[src/rtl/tlk2711_reg_sched_if.sv]
// Host write/read channels and the controller register port of the TLK2711 register scheduler.
// The scheduler takes the slave side; the host and register model take the master side.
interface tlk2711_reg_sched_if;
  logic        s_wr_valid;
  logic        s_wr_ready;
  logic [15:0] s_wr_addr;
  logic [63:0] s_wr_data;

  logic        s_rd_valid;
  logic        s_rd_ready;
  logic [15:0] s_rd_addr;
  logic        s_rd_rvalid;
  logic [63:0] s_rd_rdata;

  logic        o_reg_wen;
  logic [15:0] o_reg_waddr;
  logic [63:0] o_reg_wdata;
  logic        o_reg_ren;
  logic [15:0] o_reg_raddr;
  logic [63:0] i_reg_rdata;

  modport slave (
    input  s_wr_valid, s_wr_addr, s_wr_data, s_rd_valid, s_rd_addr, i_reg_rdata,
    output s_wr_ready, s_rd_ready, s_rd_rvalid, s_rd_rdata,
    output o_reg_wen, o_reg_waddr, o_reg_wdata, o_reg_ren, o_reg_raddr
  );

  modport master (
    output s_wr_valid, s_wr_addr, s_wr_data, s_rd_valid, s_rd_addr, i_reg_rdata,
    input  s_wr_ready, s_rd_ready, s_rd_rvalid, s_rd_rdata,
    input  o_reg_wen, o_reg_waddr, o_reg_wdata, o_reg_ren, o_reg_raddr
  );
endinterface

[src/rtl/tlk2711_reg_sched.sv]
// Arbitrates interrupt-service reads, host writes and host reads onto the single TLK2711
// register port, snapshots the interrupt status and counts interrupt rising edges.
module tlk2711_reg_sched #(
  parameter logic [15:0] IRQ_ADDR   = 16'h0060,
  parameter int unsigned RD_LATENCY = 1,
  parameter int unsigned GAP_CYCLES = 1
) (
  input  logic                      clk,
  input  logic                      rst,
  tlk2711_reg_sched_if.slave        bus,
  input  logic                      i_tx_irq,
  input  logic                      i_rx_irq,
  input  logic                      i_loss_irq,
  output logic                      o_irq_valid,
  output logic [2:0]                o_irq_src,
  output logic [63:0]               o_irq_status,
  output logic [7:0]                o_tx_irq_cnt,
  output logic [7:0]                o_rx_irq_cnt,
  output logic [7:0]                o_loss_irq_cnt,
  output logic                      o_busy
);

  localparam int unsigned WaitLoad = (RD_LATENCY > 1) ? RD_LATENCY - 2 : 0;
  localparam int unsigned GapLoad  = (GAP_CYCLES > 0) ? GAP_CYCLES - 1 : 0;

  typedef enum logic [2:0] {StIdle, StWr, StRd, StRdWait, StRdCap, StGap} state_e;

  state_e      state_q, state_d;
  logic [2:0]  irq_dly_q, pend_q, pend_d, pend_clr, src_q, src_d;
  logic [2:0]  irq_in, irq_rise;
  logic        svc_q, svc_d;
  logic [1:0]  wait_q, wait_d;
  logic [2:0]  gap_q, gap_d;
  logic [15:0] waddr_q, waddr_d, raddr_q, raddr_d;
  logic [63:0] wdata_q, wdata_d;
  logic        idle, wr_accept, rd_accept;
  logic        irq_valid_q, rvalid_q;
  logic [2:0]  irq_src_q;
  logic [63:0] irq_status_q, rdata_q;
  logic [7:0]  tx_cnt_q, rx_cnt_q, loss_cnt_q;

  always_comb begin
    irq_in   = {i_loss_irq, i_rx_irq, i_tx_irq};
    irq_rise = irq_in & ~irq_dly_q;
    idle     = (state_q == StIdle);
    // Ready is held low during reset so the handshake shows its reset value.
    bus.s_wr_ready = idle && (pend_q == 3'b000) && !rst;
    bus.s_rd_ready = idle && (pend_q == 3'b000) && !bus.s_wr_valid && !rst;
    wr_accept = bus.s_wr_valid && bus.s_wr_ready;
    rd_accept = bus.s_rd_valid && bus.s_rd_ready;
  end

  always_comb begin
    state_d  = state_q;
    src_d    = src_q;
    svc_d    = svc_q;
    wait_d   = wait_q;
    gap_d    = gap_q;
    waddr_d  = waddr_q;
    wdata_d  = wdata_q;
    raddr_d  = raddr_q;
    pend_clr = 3'b000;
    case (state_q)
      StIdle: begin
        if (pend_q != 3'b000) begin
          state_d  = StRd;
          raddr_d  = IRQ_ADDR;
          src_d    = pend_q;
          pend_clr = pend_q;
          svc_d    = 1'b1;
        end else if (wr_accept) begin
          state_d = StWr;
          waddr_d = bus.s_wr_addr;
          wdata_d = bus.s_wr_data;
        end else if (rd_accept) begin
          state_d = StRd;
          raddr_d = bus.s_rd_addr;
          svc_d   = 1'b0;
        end
      end
      StRd: begin
        if (RD_LATENCY <= 1) begin
          state_d = StRdCap;
        end else begin
          state_d = StRdWait;
          wait_d  = 2'(WaitLoad);
        end
      end
      StRdWait: begin
        if (wait_q == 2'd0) state_d = StRdCap;
        else                wait_d  = wait_q - 2'd1;
      end
      StWr, StRdCap: begin
        if (GAP_CYCLES == 0) begin
          state_d = StIdle;
        end else begin
          state_d = StGap;
          gap_d   = 3'(GapLoad);
        end
      end
      StGap: begin
        if (gap_q == 3'd0) state_d = StIdle;
        else               gap_d   = gap_q - 3'd1;
      end
      default: state_d = StIdle;
    endcase
    // A rising edge in the same cycle as the clear keeps its pend bit.
    pend_d = (pend_q & ~pend_clr) | irq_rise;
  end

  always_ff @(posedge clk) begin
    if (rst) begin
      state_q      <= StIdle;
      irq_dly_q    <= 3'b000;
      pend_q       <= 3'b000;
      src_q        <= 3'b000;
      svc_q        <= 1'b0;
      wait_q       <= 2'd0;
      gap_q        <= 3'd0;
      waddr_q      <= 16'h0;
      wdata_q      <= 64'h0;
      raddr_q      <= 16'h0;
      irq_valid_q  <= 1'b0;
      irq_src_q    <= 3'b000;
      irq_status_q <= 64'h0;
      rvalid_q     <= 1'b0;
      rdata_q      <= 64'h0;
      tx_cnt_q     <= 8'h0;
      rx_cnt_q     <= 8'h0;
      loss_cnt_q   <= 8'h0;
    end else begin
      state_q     <= state_d;
      irq_dly_q   <= irq_in;
      pend_q      <= pend_d;
      src_q       <= src_d;
      svc_q       <= svc_d;
      wait_q      <= wait_d;
      gap_q       <= gap_d;
      waddr_q     <= waddr_d;
      wdata_q     <= wdata_d;
      raddr_q     <= raddr_d;
      irq_valid_q <= 1'b0;
      rvalid_q    <= 1'b0;
      if (state_q == StRdCap) begin
        if (svc_q) begin
          irq_valid_q  <= 1'b1;
          irq_src_q    <= src_q;
          irq_status_q <= bus.i_reg_rdata;
        end else begin
          rvalid_q <= 1'b1;
          rdata_q  <= bus.i_reg_rdata;
        end
      end
      if (irq_rise[0]) tx_cnt_q   <= tx_cnt_q + 8'd1;
      if (irq_rise[1]) rx_cnt_q   <= rx_cnt_q + 8'd1;
      if (irq_rise[2]) loss_cnt_q <= loss_cnt_q + 8'd1;
    end
  end

  always_comb begin
    bus.o_reg_wen   = (state_q == StWr);
    bus.o_reg_ren   = (state_q == StRd);
    bus.o_reg_waddr = waddr_q;
    bus.o_reg_wdata = wdata_q;
    bus.o_reg_raddr = raddr_q;
    bus.s_rd_rvalid = rvalid_q;
    bus.s_rd_rdata  = rdata_q;
    o_irq_valid     = irq_valid_q;
    o_irq_src       = irq_src_q;
    o_irq_status    = irq_status_q;
    o_tx_irq_cnt    = tx_cnt_q;
    o_rx_irq_cnt    = rx_cnt_q;
    o_loss_irq_cnt  = loss_cnt_q;
    o_busy          = !idle;
  end

endmodule

[src/flat_wrapper.sv]
// flat-port wrapper written by rule: the top's interface ports become plain ports
module tlk2711_reg_sched_flat 
#(
  parameter logic [15:0] IRQ_ADDR   = 16'h0060,
  parameter int unsigned RD_LATENCY = 1,
  parameter int unsigned GAP_CYCLES = 1
)
  (clk, rst, i_tx_irq, i_rx_irq, i_loss_irq, o_irq_valid, o_irq_src, o_irq_status, o_tx_irq_cnt, o_rx_irq_cnt, o_loss_irq_cnt, o_busy, bus_s_wr_valid, bus_s_wr_addr, bus_s_wr_data, bus_s_rd_valid, bus_s_rd_addr, bus_i_reg_rdata, bus_s_wr_ready, bus_s_rd_ready, bus_s_rd_rvalid, bus_s_rd_rdata, bus_o_reg_wen, bus_o_reg_waddr, bus_o_reg_wdata, bus_o_reg_ren, bus_o_reg_raddr);
  tlk2711_reg_sched_if bus_i ();
  input  logic clk;
  input  logic rst;
  input  logic i_tx_irq;
  input  logic i_rx_irq;
  input  logic i_loss_irq;
  output logic o_irq_valid;
  output logic [2:0] o_irq_src;
  output logic [63:0] o_irq_status;
  output logic [7:0] o_tx_irq_cnt;
  output logic [7:0] o_rx_irq_cnt;
  output logic [7:0] o_loss_irq_cnt;
  output logic o_busy;
  input wire logic [$bits(bus_i.s_wr_valid)-1:0] bus_s_wr_valid;
  input wire logic [$bits(bus_i.s_wr_addr)-1:0] bus_s_wr_addr;
  input wire logic [$bits(bus_i.s_wr_data)-1:0] bus_s_wr_data;
  input wire logic [$bits(bus_i.s_rd_valid)-1:0] bus_s_rd_valid;
  input wire logic [$bits(bus_i.s_rd_addr)-1:0] bus_s_rd_addr;
  input wire logic [$bits(bus_i.i_reg_rdata)-1:0] bus_i_reg_rdata;
  output wire logic [$bits(bus_i.s_wr_ready)-1:0] bus_s_wr_ready;
  output wire logic [$bits(bus_i.s_rd_ready)-1:0] bus_s_rd_ready;
  output wire logic [$bits(bus_i.s_rd_rvalid)-1:0] bus_s_rd_rvalid;
  output wire logic [$bits(bus_i.s_rd_rdata)-1:0] bus_s_rd_rdata;
  output wire logic [$bits(bus_i.o_reg_wen)-1:0] bus_o_reg_wen;
  output wire logic [$bits(bus_i.o_reg_waddr)-1:0] bus_o_reg_waddr;
  output wire logic [$bits(bus_i.o_reg_wdata)-1:0] bus_o_reg_wdata;
  output wire logic [$bits(bus_i.o_reg_ren)-1:0] bus_o_reg_ren;
  output wire logic [$bits(bus_i.o_reg_raddr)-1:0] bus_o_reg_raddr;
  assign bus_i.s_wr_valid = bus_s_wr_valid;
  assign bus_i.s_wr_addr = bus_s_wr_addr;
  assign bus_i.s_wr_data = bus_s_wr_data;
  assign bus_i.s_rd_valid = bus_s_rd_valid;
  assign bus_i.s_rd_addr = bus_s_rd_addr;
  assign bus_i.i_reg_rdata = bus_i_reg_rdata;
  assign bus_s_wr_ready = bus_i.s_wr_ready;
  assign bus_s_rd_ready = bus_i.s_rd_ready;
  assign bus_s_rd_rvalid = bus_i.s_rd_rvalid;
  assign bus_s_rd_rdata = bus_i.s_rd_rdata;
  assign bus_o_reg_wen = bus_i.o_reg_wen;
  assign bus_o_reg_waddr = bus_i.o_reg_waddr;
  assign bus_o_reg_wdata = bus_i.o_reg_wdata;
  assign bus_o_reg_ren = bus_i.o_reg_ren;
  assign bus_o_reg_raddr = bus_i.o_reg_raddr;
  tlk2711_reg_sched #(.IRQ_ADDR(IRQ_ADDR), .RD_LATENCY(RD_LATENCY), .GAP_CYCLES(GAP_CYCLES)) u_core (.clk(clk), .rst(rst), .bus(bus_i), .i_tx_irq(i_tx_irq), .i_rx_irq(i_rx_irq), .i_loss_irq(i_loss_irq), .o_irq_valid(o_irq_valid), .o_irq_src(o_irq_src), .o_irq_status(o_irq_status), .o_tx_irq_cnt(o_tx_irq_cnt), .o_rx_irq_cnt(o_rx_irq_cnt), .o_loss_irq_cnt(o_loss_irq_cnt), .o_busy(o_busy));
endmodule
[config.mk]
export PLATFORM = sky130hd
export DESIGN_NAME = tlk2711_reg_sched_flat
export DESIGN_NICKNAME = d
export VERILOG_FILES = /design/src/rtl/tlk2711_reg_sched_if.sv /design/src/rtl/tlk2711_reg_sched.sv /design/src/flat_wrapper.sv
export SDC_FILE = /design/constraint.sdc
export NUM_CORES = 1
export LEC_CHECK = 0
export ABC_AREA = 1
export BUFFER_PORTS_ARGS = -buffer_cell sky130_fd_sc_hd__buf_2
export CORE_AREA = 2 2 164 166
export CTS_CLUSTER_SIZE = 30
export DETAILED_ROUTE_END_ITERATION = 16
export DIE_AREA = 0 0 166 168
export GPL_ROUTABILITY_DRIVEN = 0
export MAX_ROUTING_LAYER = met4
export PLACE_DENSITY = 0.68
export SETUP_SLACK_MARGIN = 0.5
export SLEW_MARGIN = 30
export SYNTH_ARGS = -nofsm -noshare
export SYNTH_HDL_FRONTEND = slang
export SYNTH_SLANG_ARGS = --single-unit
[constraint.sdc]
create_clock -name clk -period 2.3 [get_ports clk]
set_clock_uncertainty 0.2 [all_clocks]
set_input_delay 0.345 -clock clk [delete_from_list [all_inputs] [get_ports clk]]
set_output_delay 0.345 -clock clk [all_outputs]
set_load 0.02 [all_outputs]
==> out/qor.csv <==
stage,metric,value,unit
worst_setup_path,crit_path_end_kind,primary output,
timing,setup_violations,0,
power,powerDensity,992,mW/mm2
timing,drv_slew,0,
floorplan,placementRows,60,
floorplan,io-pin-count,425,
worst_setup_path,worstSetupPathType,register to primary output,
drt,drtIter0Drc,777,
cells_and_area,final_area,0.0170,mm2
yosys,ys_seq_area_share,52.2,%
timing,finalCritPeriodShare,88.1,%
yosys,synth_area_per_cell,8.06,um2
worst_setup_path,cp_top_family,simple AND/OR/NAND/NOR gates,
drt,ant_nets,0,
worst_setup_path,crit_required,1750,ps
yosys,synth_top_area_share,52.2,%
timing,hold_viol_final,0,
drt,wirelength,39.9,mm
worst_setup_path,worstReg2RegStart,u_core.state_q[1],
floorplan,start_util,39.4,%
floorplan,fp.dieArea,0.0279,mm2
floorplan,die_y,168,um
global_routing,grt_pass1_vias,10400,
placed_design,hpwlAfterDp,20.7,mm
worst_setup_path,crit_path_start_kind,register,
worst_hold_path,min_to,u_core.state_q[2],
timing,fin_ws,274,ps
global_routing,grt_use_total,23.4,%
placed_design,pre_cts_ws,346,ps
global_routing,grt_start_max_net_pins,153,
yosys,yosysUniqueCellTypes,31,
yosys,yosys.area.top_type,dfxtp_1,
placed_design,dp.cells,1981,
global_routing,grt_pass1_wl,53.3,mm
floorplan,core,0.0264,mm2
worst_setup_path,r2r-end,u_core.bus.o_reg_wdata[3],
drt,routedWlPerCell,17.7,um
placed_design,numPortBuffers,424,
worst_hold_path,holdPathStages,4,
yosys,synth-warning-count,0,
worst_hold_path,holdCritPathClass,input pin to register,
job,cap_violations,0,
cells_and_area,syn_to_final_growth,63.9,%
global_routing,grt_overflow,0,
timing,holdWs,42.0,ps
worst_setup_path,cp_slowest_cell,dfxtp_4,
cts,clk_path_buf_depth,3,
yosys,synth_area_leaders,"dfxtp_1, nand2_1, a21oi_1",
worst_setup_path,crit_buf_inv,1,
yosys,async_flop_share,0,%
timing,fmax,493,MHz
drt,dr.pass1.iters,5,
drt,drcViolationCount,0,
cts,path_clk_slew,60,ps
placed_design,dpl_cell_area,0.0127,mm2
timing,fin_setup_tns,0,ps
cells_and_area,fin_cells,2256,
yosys,synthCells,1289,
timing,rsz0062_at_grt,yes,
yosys,synthesis.nets,1462,
worst_setup_path,crit_chain,nor2_4 > nand3_4 > nor3_4 > buf_6,
worst_hold_path,hold_start,rst,
worst_setup_path,slowest_delay,360,ps
cts,cts_buffers,29,
worst_setup_path,crit_arrival,1480,ps
yosys,synth_flop_cell,dfxtp_1,
drt,vias,11600,
yosys,synth.most_common_cell,nand2_1,
cells_and_area,fin_nets,2064,
yosys,syn-cell-area,0.0104,mm2
worst_setup_path,reg2reg_depth,10,
yosys,synth_seq_cells,271,
cts,cts_root_buf,clkbuf_16,
cts,h-tree-depth,1,
timing,period_needed,2030,ps
yosys,synth_commonest_cells,"nand2_1, dfxtp_1, a21oi_1",
cts,cts.sinks,271,
worst_setup_path,r2r_setup_slack,310,ps
global_routing,antenna_found_initial,2,
timing,worst_slew_pin_slew,710,ps
timing,slew-limit-headroom,52.7,%
drt,viasPerCell,5.12,
power,vdd_drop_max,636,uV
cells_and_area,drive_above_1_share,38.5,%
cts,clock_latency,540,ps
yosys,synth_edf_count,0,
worst_setup_path,cp_max_fo,4,
cts,cts_tree,built,
floorplan,fp.dieW,166,um
power,leakage,0.00782,uW
run_status,run_status,finished clean,
worst max path at each step:
stage,slack [ps],from,to,depth (start not counted)
floorplan,540,rst,u_core.bus.o_reg_raddr[7],10
global placement,390,rst,u_core.bus.o_reg_raddr[6],11
detailed placement,350,rst,u_core.bus.o_reg_raddr[5],11
CTS,270,u_core.pend_q[2],bus_s_rd_ready,5
global route,220,u_core.pend_q[1],bus_s_rd_ready,5
finish,270,u_core.state_q[1],bus_s_rd_ready,4
state kept, by name (all words and copies together) (netlist names):
signal,cells
u_core.bus.o_reg_wdata,64
u_core.bus.s_rd_rdata,64
u_core.o_irq_status,64
u_core.bus.o_reg_raddr,16
u_core.bus.o_reg_waddr,16
u_core.o_loss_irq_cnt,8
u_core.o_rx_irq_cnt,8
u_core.o_tx_irq_cnt,8
u_core.gap_q,3
u_core.irq_dly_q,3
u_core.o_irq_src,3
u_core.pend_q,3
u_core.src_q,3
u_core.state_q,3
u_core.wait_q,2
u_core.bus.s_rd_rvalid,1
u_core.o_irq_valid,1
u_core.svc_q,1
through the flow:
stage	power [uW]	utilization, %
6_report	16900	64.6
5_1_grt	17600	64.6
4_1_cts	15500	58.8
3_5_place_dp	10100	48.2
3_3_place_gp	10000	48.2
2_1_floorplan	8720	-
worst reg2reg max path, stage by stage, from the launching register on:
cell and delay [ps]:
dfxtp_4 360, nor2_4 160, nand3_4 130, buf_6 160
nor3_4 220, buf_12 180, buf_6 110, buf_8 120
clkbuf_16 170, nand2_4 50, o21ai_2 60
metal layers:
layer	up-vias	track usage, %	part of all wire (%)	routed length [um]
li1	5418	-	-	-
met1	5446	28.2	39	15700
met2	583	39.7	50	19900
met3	114	4.35	7.3	2890
met4	0	7.71	3.5	1390
met5	-	-	0	0
cell usage in the layout (no fill, tap or decap), types with 16 or more instances in the layout:
cell,n
nand2_1,280
buf_4,19
clkbuf_16,49
buf_2,418
o21ai_2,81
nor2_1,80
nand2_4,40
a21oi_1,155
nand3_1,141
nand2_2,20
dlygate4sd3_1,162
dfxtp_1,266
buf_6,16
inv_1,43
area by class of cell:
class	instances	area, um2
Clock buffer	36	802
Timing Repair inverter	2	22.5
Timing Repair Buffer	660	5040
Tap cell	341	427
Sequential cell	271	5440
Inverter	53	229
Fill cell	2020	9330
Antenna cell	2	5.00
Multi-Input combinational cell	874	4810
Clock inverter	17	249
power by group:
| part | switching, uW | internal [uW] |
|---|---|---|
| logic | 3690 | 2290 |
| registers | 415 | 5370 |
| clock network | 1980 | 3140 |
| total | 6090 | 10800 |
repair_timing:
| action | in CTS | in global routing |
|---|---|---|
| hold endpoints to repair | 228 | 0 |
| pin swaps | 2 | 13 |
| setup buffers | 8 | 18 |
| hold buffers | 162 | 0 |
| setup endpoints to repair | 6 | 228 |
| gates cloned | 0 | 32 |
| gates resized for setup | 20 | 204 |
logic make-up (layout without fill, tap and decap cells):
kind of cell,Yosys count,after routing,synth area share [%]
flops,271,271,52.2
compound gates,267,267,15.6
buf+inv,147,768,6.89
xor+xnor,2,2,0.169
fa+ha+maj,6,6,0.723
other cells,0,2,0
simple gates,596,599,24.4
Power figures use the tool's default switching activity.
